`src/rtl/load_store_unit_if.sv`:
```
// Bundle of execute-stage request, writeback response, exception and mem_mgr
// port signals for the load/store unit; slave is the LSU side.
interface load_store_unit_if #(
  parameter int WIDTH    = 32,
  parameter int REG_ADDR = 5
);
  logic                req_valid;
  logic                req_ready;
  logic                req_load;
  logic [WIDTH-1:0]    req_addr;
  logic [2:0]          req_bytes;
  logic                req_unsigned;
  logic [WIDTH-1:0]    req_wdata;
  logic [REG_ADDR-1:0] req_rd;

  logic [WIDTH-1:0]    mem_wr_addr;
  logic                mem_we;
  logic [2:0]          mem_wr_bytes;
  logic [WIDTH-1:0]    mem_wr_data;
  logic [WIDTH-1:0]    mem_rd_addr;
  logic                mem_re;
  logic [2:0]          mem_rd_bytes;
  logic                mem_rd_unsigned;
  logic [WIDTH-1:0]    mem_rd_data;

  logic                resp_valid;
  logic                resp_ready;
  logic [REG_ADDR-1:0] resp_rd;
  logic [WIDTH-1:0]    resp_data;

  logic                exc_valid;
  logic [1:0]          exc_cause;
  logic [WIDTH-1:0]    exc_addr;
  logic                exc_ack;

  modport slave (
    input  req_valid, req_load, req_addr, req_bytes, req_unsigned, req_wdata, req_rd,
    output req_ready,
    output mem_wr_addr, mem_we, mem_wr_bytes, mem_wr_data,
    output mem_rd_addr, mem_re, mem_rd_bytes, mem_rd_unsigned,
    input  mem_rd_data,
    output resp_valid, resp_rd, resp_data,
    input  resp_ready,
    output exc_valid, exc_cause, exc_addr,
    input  exc_ack
  );

  modport master (
    output req_valid, req_load, req_addr, req_bytes, req_unsigned, req_wdata, req_rd,
    input  req_ready,
    input  mem_wr_addr, mem_we, mem_wr_bytes, mem_wr_data,
    input  mem_rd_addr, mem_re, mem_rd_bytes, mem_rd_unsigned,
    output mem_rd_data,
    input  resp_valid, resp_rd, resp_data,
    output resp_ready,
    input  exc_valid, exc_cause, exc_addr,
    output exc_ack
  );
endinterface

```
`src/rtl/load_store_unit.sv`:
```
// Load/store initiator: checks size/alignment, issues to mem_mgr, returns load
// results over a response handshake and holds faults until acknowledged.
module load_store_unit #(
  parameter int WIDTH    = 32,
  parameter int BYTES    = WIDTH / 8,
  parameter int REG_ADDR = 5
) (
  input logic              clk,
  input logic              rst,
  load_store_unit_if.slave bus
);

  localparam logic [2:0] MAX_CODE = 3'($clog2(BYTES));

  typedef enum logic [1:0] {
    IDLE      = 2'd0,
    LOAD_WAIT = 2'd1,
    RESP      = 2'd2,
    EXC       = 2'd3
  } state_t;

  state_t state, next_state;

  logic             size_ok;
  logic             aligned;
  logic             legal;
  logic             accept;
  logic [WIDTH-1:0] align_mask;
  logic [1:0]       fault_cause;

  assign size_ok     = bus.req_bytes <= MAX_CODE;
  assign align_mask  = (WIDTH'(1) << bus.req_bytes) - WIDTH'(1);
  assign aligned     = (bus.req_addr & align_mask) == '0;
  assign legal       = size_ok && aligned;
  assign accept      = bus.req_valid && bus.req_ready;
  // Illegal size outranks misalignment when both apply
  assign fault_cause = !size_ok ? 2'd2 : (bus.req_load ? 2'd0 : 2'd1);

  always_ff @(posedge clk or posedge rst) begin
    if (rst) state <= IDLE;
    else     state <= next_state;
  end

  always_comb begin
    next_state          = state;
    bus.req_ready       = 1'b0;
    bus.mem_we          = 1'b0;
    bus.mem_wr_addr     = '0;
    bus.mem_wr_bytes    = '0;
    bus.mem_wr_data     = '0;
    bus.mem_re          = 1'b0;
    bus.mem_rd_addr     = '0;
    bus.mem_rd_bytes    = '0;
    bus.mem_rd_unsigned = 1'b0;
    bus.resp_valid      = 1'b0;
    bus.exc_valid       = 1'b0;
    case (state)
      IDLE: begin
        // Gated by rst so the request port closes the instant reset rises
        bus.req_ready = !rst;
        if (accept) begin
          if (!legal) begin
            next_state = EXC;
          end else if (bus.req_load) begin
            bus.mem_re          = 1'b1;
            bus.mem_rd_addr     = bus.req_addr;
            bus.mem_rd_bytes    = bus.req_bytes;
            bus.mem_rd_unsigned = bus.req_unsigned;
            next_state          = LOAD_WAIT;
          end else begin
            bus.mem_we       = 1'b1;
            bus.mem_wr_addr  = bus.req_addr;
            bus.mem_wr_bytes = bus.req_bytes;
            bus.mem_wr_data  = bus.req_wdata;
          end
        end
      end
      LOAD_WAIT: next_state = RESP;
      RESP: begin
        bus.resp_valid = !rst;
        if (bus.resp_ready) next_state = IDLE;
      end
      EXC: begin
        bus.exc_valid = !rst;
        if (bus.exc_ack) next_state = IDLE;
      end
      default: next_state = IDLE;
    endcase
  end

  // Destination is latched at issue so the requester may move on immediately
  always_ff @(posedge clk or posedge rst) begin
    if (rst) begin
      bus.resp_rd   <= '0;
      bus.resp_data <= '0;
      bus.exc_cause <= '0;
      bus.exc_addr  <= '0;
    end else begin
      if (accept && legal && bus.req_load) bus.resp_rd <= bus.req_rd;
      if (state == LOAD_WAIT) bus.resp_data <= bus.mem_rd_data;
      if (accept && !legal) begin
        bus.exc_cause <= fault_cause;
        bus.exc_addr  <= bus.req_addr;
      end
    end
  end

endmodule

```
`src/flat_wrapper.sv`:
```
// flat-port wrapper written by rule: the top's interface ports become plain ports
module load_store_unit_flat 
#(
  parameter int WIDTH    = 32,
  parameter int BYTES    = WIDTH / 8,
  parameter int REG_ADDR = 5
)
  (clk, rst, bus_req_valid, bus_req_load, bus_req_addr, bus_req_bytes, bus_req_unsigned, bus_req_wdata, bus_req_rd, bus_req_ready, bus_mem_wr_addr, bus_mem_we, bus_mem_wr_bytes, bus_mem_wr_data, bus_mem_rd_addr, bus_mem_re, bus_mem_rd_bytes, bus_mem_rd_unsigned, bus_mem_rd_data, bus_resp_valid, bus_resp_rd, bus_resp_data, bus_resp_ready, bus_exc_valid, bus_exc_cause, bus_exc_addr, bus_exc_ack);
  load_store_unit_if #(.WIDTH(WIDTH), .REG_ADDR(REG_ADDR)) bus_i ();
  input logic clk;
  input logic rst;
  input wire logic [$bits(bus_i.req_valid)-1:0] bus_req_valid;
  input wire logic [$bits(bus_i.req_load)-1:0] bus_req_load;
  input wire logic [$bits(bus_i.req_addr)-1:0] bus_req_addr;
  input wire logic [$bits(bus_i.req_bytes)-1:0] bus_req_bytes;
  input wire logic [$bits(bus_i.req_unsigned)-1:0] bus_req_unsigned;
  input wire logic [$bits(bus_i.req_wdata)-1:0] bus_req_wdata;
  input wire logic [$bits(bus_i.req_rd)-1:0] bus_req_rd;
  output wire logic [$bits(bus_i.req_ready)-1:0] bus_req_ready;
  output wire logic [$bits(bus_i.mem_wr_addr)-1:0] bus_mem_wr_addr;
  output wire logic [$bits(bus_i.mem_we)-1:0] bus_mem_we;
  output wire logic [$bits(bus_i.mem_wr_bytes)-1:0] bus_mem_wr_bytes;
  output wire logic [$bits(bus_i.mem_wr_data)-1:0] bus_mem_wr_data;
  output wire logic [$bits(bus_i.mem_rd_addr)-1:0] bus_mem_rd_addr;
  output wire logic [$bits(bus_i.mem_re)-1:0] bus_mem_re;
  output wire logic [$bits(bus_i.mem_rd_bytes)-1:0] bus_mem_rd_bytes;
  output wire logic [$bits(bus_i.mem_rd_unsigned)-1:0] bus_mem_rd_unsigned;
  input wire logic [$bits(bus_i.mem_rd_data)-1:0] bus_mem_rd_data;
  output wire logic [$bits(bus_i.resp_valid)-1:0] bus_resp_valid;
  output wire logic [$bits(bus_i.resp_rd)-1:0] bus_resp_rd;
  output wire logic [$bits(bus_i.resp_data)-1:0] bus_resp_data;
  input wire logic [$bits(bus_i.resp_ready)-1:0] bus_resp_ready;
  output wire logic [$bits(bus_i.exc_valid)-1:0] bus_exc_valid;
  output wire logic [$bits(bus_i.exc_cause)-1:0] bus_exc_cause;
  output wire logic [$bits(bus_i.exc_addr)-1:0] bus_exc_addr;
  input wire logic [$bits(bus_i.exc_ack)-1:0] bus_exc_ack;
  assign bus_i.req_valid = bus_req_valid;
  assign bus_i.req_load = bus_req_load;
  assign bus_i.req_addr = bus_req_addr;
  assign bus_i.req_bytes = bus_req_bytes;
  assign bus_i.req_unsigned = bus_req_unsigned;
  assign bus_i.req_wdata = bus_req_wdata;
  assign bus_i.req_rd = bus_req_rd;
  assign bus_req_ready = bus_i.req_ready;
  assign bus_mem_wr_addr = bus_i.mem_wr_addr;
  assign bus_mem_we = bus_i.mem_we;
  assign bus_mem_wr_bytes = bus_i.mem_wr_bytes;
  assign bus_mem_wr_data = bus_i.mem_wr_data;
  assign bus_mem_rd_addr = bus_i.mem_rd_addr;
  assign bus_mem_re = bus_i.mem_re;
  assign bus_mem_rd_bytes = bus_i.mem_rd_bytes;
  assign bus_mem_rd_unsigned = bus_i.mem_rd_unsigned;
  assign bus_i.mem_rd_data = bus_mem_rd_data;
  assign bus_resp_valid = bus_i.resp_valid;
  assign bus_resp_rd = bus_i.resp_rd;
  assign bus_resp_data = bus_i.resp_data;
  assign bus_i.resp_ready = bus_resp_ready;
  assign bus_exc_valid = bus_i.exc_valid;
  assign bus_exc_cause = bus_i.exc_cause;
  assign bus_exc_addr = bus_i.exc_addr;
  assign bus_i.exc_ack = bus_exc_ack;
  load_store_unit #(.WIDTH(WIDTH), .BYTES(BYTES), .REG_ADDR(REG_ADDR)) u_core (.clk(clk), .rst(rst), .bus(bus_i));
endmodule
```
`config.mk`:
```
export PLATFORM = sky130hd
export DESIGN_NAME = load_store_unit_flat
export DESIGN_NICKNAME = d
export VERILOG_FILES = /design/src/rtl/load_store_unit_if.sv /design/src/rtl/load_store_unit.sv /design/src/flat_wrapper.sv
export SDC_FILE = /design/constraint.sdc
export NUM_CORES = 1
export LEC_CHECK = 0
export ABC_AREA = 1
export BUFFER_PORTS_ARGS = -buffer_cell sky130_fd_sc_hd__buf_2
export CORE_MARGIN = 3
export CORE_UTILIZATION = 33
export CTS_CLUSTER_DIAMETER = 100
export DETAILED_ROUTE_END_ITERATION = 8
export GPL_ROUTABILITY_DRIVEN = 1
export PLACE_DENSITY_LB_ADDON = 0.08
export SLEW_MARGIN = 20
export SYNTH_ARGS = -nofsm -noshare
export SYNTH_HDL_FRONTEND = slang
export SYNTH_SLANG_ARGS = --single-unit
```
`constraint.sdc`:
```
create_clock -name clk -period 4.39 [get_ports clk]
set_input_delay 0.439 -clock clk [delete_from_list [all_inputs] [get_ports clk]]
set_output_delay 0.439 -clock clk [all_outputs]
set_load 0.02 [all_outputs]
```
After elaboration in Yosys (flattened, before gate mapping) --
Cells that the tools add are included.
Operators by class: reduce and logical (&&, ||, !) cells 10, $add $sub $neg 1, shift operators 1, bitwise gates (word level) 1, equality and inequality tests 7, magnitude comparators 1, multiplexer cells 43
Operator list (number):
- 32-bit two-way mux | 12
- 32-bit bitwise AND | 1
- 32-bit zero test | 1
- 1-bit by 3-bit left shift with 32-bit output, first input constant | 1
- 32-bit by 2-bit subtractor with 32-bit output, second input constant | 1
- 3-bit two-way mux | 8
- 1-bit two-way mux | 16
- 2-bit two-way mux | 6
- 2-bit one-hot mux with 4 select lines | 1
- 1-bit logical AND | 5
- 2-bit == test, second input constant | 2
- 2-bit != test, second input constant | 2
- 4-bit AND reduction | 1
- 3-bit by 2-bit less-or-equal comparator with 1-bit output, second input constant | 1
- 3-bit != test, second input constant | 1
- 2-bit by 1-bit == test with 1-bit output, second input constant | 1
- 1-bit zero test | 2
- 2-bit zero test | 1
- 2-bit by 1-bit != test with 1-bit output, second input constant | 1
Storage, ports and cells: word-level logic and storage cells 69, register bits after elaboration 73, output and inout bits 179

Longest topological paths before layout --
Gate-level depths: netlist of the first run.
depth after elaboration 8, gate-level depth with buffers 12, mapped depth without buffers 11

Worst setup path before layout of the first run --
OpenSTA, ideal clock, no wires.
path kind input port to output port, start input rst, end output bus_mem_wr_data[6], buffers on the path 1, cell stages on the path 6, arrival 3.321 ns, slack 0.630 ns, path through inv_1 > nand3_2 > clkinv_2 > nand2_2 > buf_2 > nor3b_1
Between the ends: cells in the longest elaborated chain, start to end 5
Ends and longest elaborated chain:
- start, declared | line flat_wrapper.sv:11 | input logic rst;
- 1-bit zero test (no source line)
- 1-bit two-way mux | line load_store_unit.sv:57 | case (state)
- 1-bit logical AND | line load_store_unit.sv:35 | assign accept = bus.req_valid && bus.req_ready;
- 32-bit two-way mux | line load_store_unit.sv:61 | if (accept) begin
- 32-bit two-way mux | line load_store_unit.sv:57
- end, declared | line flat_wrapper.sv:23 | output wire logic [$bits(bus_i.mem_wr_data)-1:0] bus_mem_wr_data;
No other way between the ends.

Worst setup path after layout of the first run --
start register u_core.state[1], end output bus_mem_wr_addr[26]
Between the ends: cells in the longest elaborated chain, start to end 5
Ends and longest elaborated chain:
- start, declared | line load_store_unit.sv:22 | state_t state, next_state;
- start signal, assigned | line load_store_unit.sv:41 | else state <= next_state;
- 2-bit zero test (*) | line load_store_unit.sv:57
- 1-bit two-way mux | line load_store_unit.sv:57
- 1-bit logical AND | line load_store_unit.sv:35
- 32-bit two-way mux | line load_store_unit.sv:61
- 32-bit two-way mux (*) | line load_store_unit.sv:57
- end, declared | line flat_wrapper.sv:20 | output wire logic [$bits(bus_i.mem_wr_addr)-1:0] bus_mem_wr_addr;
Every way passes the cells marked *; elsewhere a longest branch is shown, timed or not.

==> results.yml, run 1 <==
place:
  dp_hpwl_mm: 9.86
  place_congestion: 0.790
  io_buffers: 287
yosys:
  synth_cell_type_count: 25
  syn_inst: 503
  synth_top_area_share_pct: 45.7
  synthArstFlopShare_pct: 100
  yosysMostFrequentCell: "nand2_1"
  ys_seq_elements: 73
  synthTopCellsByArea: "dfrtp_1, nand2_1, nor3_2, nor3b_1, nand3_1"
  ys_seq_area_share_pct: 45.7
  synthTopCellsByCount: "nand2_1, dfrtp_1, inv_1"
  synth_edf_count: 0
  ys_warn_count: 0
  syn_avg_cell_area_um2: 7.95
  syn_area_um2: 4000
  netlist.top_cell.by_area: "dfrtp_1"
  synthFlopType: "dfrtp_1"
clock_tree:
  cts_max_level: 3
  insertion_delay_ns: 0.32
  cts_buffer_depth: 2
  clkSinkCount: 73
  cts-resized-gates: 0
  path_clk_slew_ns: 0.06
  cts_root_buf: "clkbuf_16"
  cts_buffers: 9
  post_cts_buffers: 0
  cts_hold_buf: 0
  cts_tree: "done"
floorplanning:
  fp.dieW_um: 116
  dieArea_um2: 13500
  io_pins: 290
  fp.coreArea_um2: 11600
  start_util_pct: 34.4
  num_rows: 39
  die_y_um: 116
routing:
  wl_per_cell_um: 14.2
  ant_nets: 0
  dr.pass1.iters: 4
  vias_per_cell: 4.59
  dr_total_vias: 4208
  remaining_drc_errors: 0
  wirelength_mm: 13.0
  drt_iter0_drc: 253
sta:
  max_freq_ghz: 0.318
  worst_slew_pin_slew_ns: 0.927
  rsz0062_at_grt: "false"
  setup_tns_ns: 0
  period_share_pct: 71.6
  final-hold-violation-count: 0
  relSlewSlack_pct: 38.2
  slew_violations: 0
  layout_min_cycle_time_ns: 3.14
  setup_viol_count_final: 0
  clock_skew_ns: 0.00590
critical_path:
  crit_arrival_ns: 2.71
  start_kind: "flip-flop"
  crit_fanout: 67
  ff2ff_path_depth: 5
  crit_path_end_kind: "output port"
  worstPathRequired_ns: 3.95
  path_class: "flip-flop to output port"
power:
  power.density_nw_per_um2: 586
  ir_drop_v: 0.000209
  leakage_nw: 3.49
  p_total_w: 0.00339
global_routing:
  grt_antenna_before_repair: 0
  grt_pass1_vias: 3966
  overflow: 0
  grt_first_pass_wirelength_mm: 19.8
  grt_start_max_net_pins: 74
  grt.total_usage_pct: 18.3
finish:
  n_antenna_cell: 0
  fill_cells: 1172
  multi_input_area_um2: 1800
  nets: 881
  layout.area.seq_um2: 1830
  syn2layout_area_growth_pct: 44.8
  drive_above_1_share_pct: 45.9
hold_path:
  min_path_cells: 3
  hold_class: "primary input to flip-flop"
status:
  status: "completed"
flow_run:
  max_cap_violations: 0
-- flip-flops by register name, indices dropped and copies added, names as in the netlist --
register              flops
u_core.bus.exc_addr      32
u_core.bus.exc_cause      2
u_core.bus.resp_data     32
u_core.bus.resp_rd        5
u_core.state              2
-- worst paths after layout --
| kind | start | to | slack [ns] |
|---|---|---|---|
| max | u_core.state[1]$_DFFE_PP0P_ | bus_mem_wr_addr[26] | 1.25 |
| min | bus_mem_rd_data[18] | u_core.bus.resp_data[18]$_DFFE_PP0P_ | 0.32 |
| max reg2reg | u_core.state[1]$_DFFE_PP0P_ | u_core.state[0]$_DFFE_PP0P_ | 2.29 |
| min reg2reg | u_core.bus.resp_data[27]$_DFFE_PP0P_ | u_core.bus.resp_data[27]$_DFFE_PP0P_ | 0.47 |
| max in group asynchronous | rst | u_core.bus.exc_addr[28]$_DFFE_PP0P_ | 3.35 |
| min in group asynchronous | rst | u_core.bus.exc_addr[0]$_DFFE_PP0P_ | 0.47 |
-- worst max-delay path, stage by stage, from the launching register on --
cell      delay, ns
dfrtp_1        0.44
nor2_2         0.18
nand3_2        0.12
clkinv_2       0.40
nand2_4        0.58
nor3_2         0.38
buf_2          0.22
-- report_power, final --
| part | total, W | internal (W) | switching, W | leakage (nW) |
|---|---|---|---|---|
| logic | 0.00139 | 0.000434 | 0.000955 | 2.41 |
| registers | 0.00117 | 0.000998 | 0.000167 | 0.907 |
| clock network | 0.000839 | 0.000567 | 0.000272 | 0.169 |
| total | 0.00339 | 0.00200 | 0.00139 | 3.49 |
-- layout by cell type (no fill, tap or decap) --
cell | netlist | layout
buf_4 | 3 | 2
nor2_4 | 1 | 2
nand3_2 | 2 | 2
nand2_2 | 3 | 2
nand4_1 | 5 | 5
nand3b_4 | 1 | 1
nand3_1 | 34 | 34
conb_1 | 1 | 2
clkbuf_16 | 0 | 9
ha_1 | 1 | 1
nor2_2 | 2 | 1
nor3_1 | 11 | 11
bufinv_16 | 0 | 3
nor3b_1 | 24 | 24
a21oi_2 | 1 | 1
buf_12 | 0 | 1
clkbuf_8 | 0 | 1
nand2_1 | 185 | 185
inv_1 | 43 | 42
nand3b_1 | 1 | 1
nor3_2 | 29 | 29
inv_2 | 1 | 1
nor2_1 | 40 | 40
buf_2 | 20 | 287
nor3b_2 | 8 | 8
clkinv_4 | 0 | 1
clkinv_2 | 1 | 3
nand2_4 | 0 | 1
dfrtp_1 | 73 | 73
-- per-stage QoR --
step | cells | setup slack, ns | util, % | hold slack, ns | area [µm²]
after floorplan | 504 | 0.630 | - | 0.556 | 4000
after global placement | 901 | 1.34 | 46.9 | 0.449 | 5440
after detailed placement | 901 | 1.21 | 46.9 | 0.453 | 5450
after CTS | 916 | 1.18 | 49.9 | 0.308 | 5790
after global routing | 916 | 0.878 | 49.9 | 0.320 | 5790
final | 916 | 1.25 | 49.9 | 0.320 | 5790
-- metal layers --
layer / share of wire [%] / GRT usage [%] / wire length, µm / vias up
met5: 0 / 0 / 0 / -
met4: 1.8 / 5.88 / 238 / 0
met3: 8.2 / 4.09 / 1070 / 20
met2: 50 / 32.2 / 6520 / 206
met1: 40 / 22.4 / 5210 / 1882
li1: - / - / - / 2100
-- cell type report --
type                            instances  share of cell area (%)
Multi-Input combinational cell        350                    31.1
Sequential cell                        73                    31.5
Clock buffer                           10                    4.13
Inverter                               45                    2.96
Timing Repair Buffer                  290                    25.4
Clock inverter                          5                    1.79
Tap cell                              143                    3.09
-- logic make-up (layout without fill, tap and decap cells) --
family                   Yosys count  count (layout)  share of synthesized area [%]
other                              1               2                         0.0937
AND/OR/NAND/NOR                  346             346                           44.0
flip-flops                        73              73                           45.7
AO/OA/AOI/OAI                      1               1                          0.219
buffers and inverters             81             350                           9.67
adder cells (fa/ha/maj)            1               1                          0.313
Power figures use the tool's default switching activity.
==> run 2: changes to the inputs <==
- clock period: 4.39 -> 2.64 ns (I/O delays scaled with it)
==> run 2 against run 1 <==
Final cell count is 0.98% higher. Via count hardly changed. Non-clock buffer count is 7 higher. Critical path type unchanged. Largest power group unchanged. Highest routed layer unchanged.
==> results.yml, run 2 (synthesis results as in run 1) <==
routing:
  dr_total_vias: 4209
  ant_nets: 0
  vias_per_cell: 4.55
  drt_iter0_drc: 239
  wl_per_cell_um: 14.4
  dr.pass1.iters: 4
  wirelength_mm: 13.3
  remaining_drc_errors: 0
finish:
  nets: 888
  final_cell_area_um2: 5890
  final_cell_mix: "buf_2, nand2_1, dfrtp_1"
  final_common_cell: "buf_2"
  syn2layout_area_growth_pct: 47.3
  fill_cells: 1127
  final_util_pct: 50.7
  drive_above_1_share_pct: 46.4
  reg.largest.list: "u_core.bus.exc_addr (32), u_core.bus.resp_data (32), u_core.bus.resp_rd (5)"
power:
  leakage_nw: 3.53
  ir_drop_v: 0.000310
  power.density_nw_per_um2: 969
clock_tree:
  cts_buffer_depth: 2
  post_cts_buffers: 0
  cts-resized-gates: 0
  cts_max_level: 3
  cts_root_buf: "clkbuf_16"
  cts_tree: "done"
  clkSinkCount: 73
  path_clk_slew_ns: 0.06
  cts_buffers: 9
  cts_hold_buf: 0
  insertion_delay_ns: 0.33
status:
  status: "completed"
sta:
  worst_slew_pin_slew_ns: 0.921
  slew_violations: 0
  relSlewSlack_pct: 38.6
  final-hold-violation-count: 0
  rsz0062_at_grt: "false"
  clock_skew_ns: 0.00649
  period_share_pct: 88.2
  timing.hold.ws_ns: 0.135
  setup_viol_count_final: 0
  setup_tns_ns: 0
  max_freq_ghz: 0.430
  layout_min_cycle_time_ns: 2.33
floorplanning:
  num_rows: 39
  die_y_um: 116
  dieArea_um2: 13500
  fp.coreArea_um2: 11600
  start_util_pct: 34.4
  fp.dieW_um: 116
  io_pins: 290
critical_path:
  start_kind: "flip-flop"
  crit_path_end_kind: "output port"
  path_class: "flip-flop to output port"
  ff2ff_path_depth: 8
  worstPathRequired_ns: 2.38
  crit_fanout: 31
  crit_arrival_ns: 2.06
global_routing:
  grt_start_max_net_pins: 74
  grt_antenna_before_repair: 1
  grt_first_pass_wirelength_mm: 20.3
  grt.total_usage_pct: 19.2
  overflow: 0
  grt_pass1_vias: 4049
place:
  io_buffers: 287
  dp_hpwl_mm: 10.2
  place_congestion: 0.837
  placed_area_um2: 5520
flow_run:
  max_cap_violations: 0
hold_path:
  hold_class: "primary input to flip-flop"
  min_path_cells: 3
[run 2: power breakdown]
group	total, W	switching (W)	internal [W]
clock network	0.00143	0.000455	0.000977
logic	0.00234	0.00160	0.000742
registers	0.00194	0.000277	0.00166
[run 2: per-stage QoR]
stage,instances,total power (W),worst slack [ns]
finish,925,0.00571,0.312
global route,925,0.00611,0.126
CTS,924,0.00580,0.127
detailed placement,908,0.00434,0.320
global placement,908,0.00429,0.346
floorplan,504,0.00342,0.0407
[run 2: worst paths after layout]
kind	startpoint	endpoint	slack, ns
setup / recovery	u_core.state[1]$_DFFE_PP0P_	bus_mem_rd_addr[23]	0.31
hold / removal	bus_mem_rd_data[8]	u_core.bus.resp_data[8]$_DFFE_PP0P_	0.13
setup reg to reg	u_core.state[1]$_DFFE_PP0P_	u_core.bus.exc_addr[3]$_DFFE_PP0P_	0.83
hold reg to reg	u_core.bus.exc_addr[6]$_DFFE_PP0P_	u_core.bus.exc_addr[6]$_DFFE_PP0P_	0.46
max in group asynchronous	rst	u_core.bus.resp_data[28]$_DFFE_PP0P_	1.75
min in group asynchronous	rst	u_core.bus.exc_addr[1]$_DFFE_PP0P_	0.31
[run 2: worst max-delay path, cell delays in order (launching register included)]
cell and delay (ns):
dfrtp_1 0.42, nor2_2 0.19, nand3_2 0.13, nor2_4 0.21, nand3_2 0.26, buf_12 0.25, nor2_1 0.10, buf_2 0.17
[run 2: layer usage]
metal | share of wire, % | wire length, µm | track usage, %
met5 | 0 | 0 | 0
met4 | 0.95 | 126 | 6.03
met3 | 7.1 | 949 | 4.82
met2 | 51 | 6770 | 33.3
met1 | 41 | 5480 | 23.4
[run 2: layout make-up]
type / instances / area, µm² / share of cell area [%]
Antenna cell: 1 / 2.50 / 0.0425
Clock buffer: 12 / 256 / 4.35
Clock inverter: 4 / 98.8 / 1.68
Inverter: 45 / 174 / 2.95
Multi-Input combinational cell: 350 / 1800 / 30.6
Sequential cell: 73 / 1830 / 31.0
Tap cell: 143 / 179 / 3.04
Timing Repair Buffer: 297 / 1550 / 26.3
==> run 3: changes to the inputs <==
- clock period: 2.64 -> 2 ns (I/O delays scaled with it)
==> run 3 against run 2 <==
The flow now finishes with violations (setup timing). Register-to-register slack lost 0.51 ns. Sequential power rose by 33%. Final area up 26%. Clock-buffer cell count unchanged. Worst hold slack lost 0.063 ns. Total power up 35%. Sequential cell count unchanged. Core utilization is 13 points higher. Non-clock buffer count grew 35.
==> results.yml, run 3 (synthesis results as in run 1) <==
status:
  status: "finished with violations"
  violations: "setup timing"
sta:
  finalWorstSetupSlack_ns: -0.0456
  setup_tns_ns: -0.122
  rsz0062_at_grt: "true"
  period_share_pct: 102
  final-hold-violation-count: 0
  clock_skew_ns: 0.00725
  relSlewSlack_pct: 38.3
  worst_slew_pin_slew_ns: 0.926
  setup_viol_count_final: 6
  layout_min_cycle_time_ns: 2.05
  slew_violations: 0
  max_freq_ghz: 0.489
global_routing:
  grtUsageMet2_pct: 35.0
  grt_first_pass_wirelength_mm: 21.3
  grt_most_used_layer: "met2"
  grt_antenna_before_repair: 0
  grt_start_max_net_pins: 74
  grt_pass1_vias: 4189
  use_met1_pct: 24.1
  grt.total_usage_pct: 20.1
  use_met3_pct: 5.08
  overflow: 0
routing:
  dr_total_vias: 4514
  remaining_drc_errors: 0
  wirelength_mm: 16.0
  wl_per_cell_um: 16.7
  vias_per_cell: 4.71
  ant_nets: 0
  drt_iter0_drc: 211
  dr.pass1.iters: 4
clock_tree:
  path_clk_slew_ns: 0.06
  insertion_delay_ns: 0.33
  cts_tree: "done"
  cts_buffers: 9
  clkSinkCount: 73
  cts_buffer_depth: 2
  cts_hold_buf: 0
  cts_root_buf: "clkbuf_16"
  cts_max_level: 3
finish:
  final_common_cell: "buf_2"
  drive_above_1_share_pct: 58.3
  nets: 923
  fill_cells: 984
  final_cell_area_um2: 7420
  reg.largest.list: "u_core.bus.exc_addr (32), u_core.bus.resp_data (32), u_core.bus.resp_rd (5)"
  syn2layout_area_growth_pct: 85.6
  n_antenna_cell: 0
  final_cell_mix: "buf_2, nand2_1, dfrtp_1"
flow_run:
  max_cap_violations: 0
critical_path:
  crit_arrival_ns: 1.85
  crit_path_end_kind: "output port"
  worstPathRequired_ns: 1.80
  start_kind: "primary input"
  path_class: "primary input to output port"
  crit_fanout: 12
floorplanning:
  die_y_um: 116
  fp.coreArea_um2: 11600
  start_util_pct: 34.4
  io_pins: 290
  dieArea_um2: 13500
  fp.dieW_um: 116
  num_rows: 39
place:
  placed_area_um2: 6020
  io_buffers: 287
  dp_hpwl_mm: 10.7
  place_congestion: 0.757
power:
  ir_drop_v: 0.000494
  power.density_nw_per_um2: 1040
  leakage_nw: 3.99
hold_path:
  hold_class: "primary input to flip-flop"
## run 3: cell types whose count changed in the layout (fill, tap and decap cells not counted), sizes merged
cell | previous run | this run
buf | 297 | 322
clkinvlp | 1 | 2
bufbuf | 0 | 2
bufinv | 3 | 1
clkbuf | 12 | 20
clkinv | 2 | 3
diode | 1 | 0
## run 3: area by class of cell
type	count	area [µm²]	area share, %
clock inverter	4	51.3	0.691
multi-input combinational	350	2360	31.8
tap	143	179	2.41
clock buffer	12	256	3.45
inverter	45	178	2.39
timing repair buffer	332	2570	34.6
sequential	73	1830	24.6
## run 3: path summary, 6_finish.rpt
| path | endpoint | slack (ns) | from | depth (start not counted) |
|---|---|---|---|---|
| max in group asynchronous | u_core.state[1]$_DFFE_PP0P_ | 1.13 | rst | 3 |
| min | u_core.bus.resp_data[5]$_DFFE_PP0P_ | 0.07 | bus_mem_rd_data[5] | 3 |
| max | bus_mem_wr_data[9] | -0.05 | bus_req_bytes[0] | 12 |
| min in group asynchronous | u_core.state[0]$_DFFE_PP0P_ | 0.24 | rst | 3 |
| min reg2reg | u_core.bus.resp_data[27]$_DFFE_PP0P_ | 0.46 | u_core.bus.resp_data[27]$_DFFE_PP0P_ | 2 |
| max reg2reg | u_core.bus.exc_addr[13]$_DFFE_PP0P_ | 0.32 | u_core.state[1]$_DFFE_PP0P_ | 8 |
## run 3: critical path, cell delays in order
cell and delay, ns:
buf_8 0.08, nand2_4 0.06, nor2_4 0.15, inv_2 0.06
ha_4 0.26, inv_2 0.03, nand2_2 0.04, nand2_2 0.06
nand3b_4 0.22, bufbuf_16 0.32, nor3b_2 0.18, buf_4 0.18
## run 3: metal layers
| layer | vias up | routed length, µm |
|---|---|---|
| met4 | 0 | 386 |
| li1 | 2189 | - |
| met3 | 28 | 1190 |
| met5 | - | 0 |
| met2 | 199 | 8160 |
| met1 | 2098 | 6230 |
## run 3: timing repair
item,CTS,global route
buffers inserted,1,8
pin swaps,1,13
cloned,2,11
gates resized for setup,25,191
setup endpoints to repair,84,98
## run 3: where the power goes
group          leakage, nW  internal, W  switching (W)
combinational         2.93      0.00120        0.00228
sequential           0.904      0.00220       0.000384
clock                0.149      0.00103       0.000602
total                 3.99      0.00443        0.00327
## run 3: stage by stage
| stage | setup slack (ns) | hold WS, ns | utilization, % | cells | power [W] |
|---|---|---|---|---|---|
| floorplan | -0.397 | 0.317 | - | 504 | 0.00461 |
| finish | -0.0456 | 0.0716 | 63.9 | 959 | 0.00769 |
| detailed placement | -0.0886 | 0.408 | 51.8 | 922 | 0.00586 |
| global placement | -0.0489 | 0.402 | 51.8 | 922 | 0.00579 |
| global route | -0.102 | 0.0749 | 63.9 | 959 | 0.00822 |
| CTS | -0.0601 | 0.0614 | 55.7 | 941 | 0.00756 |
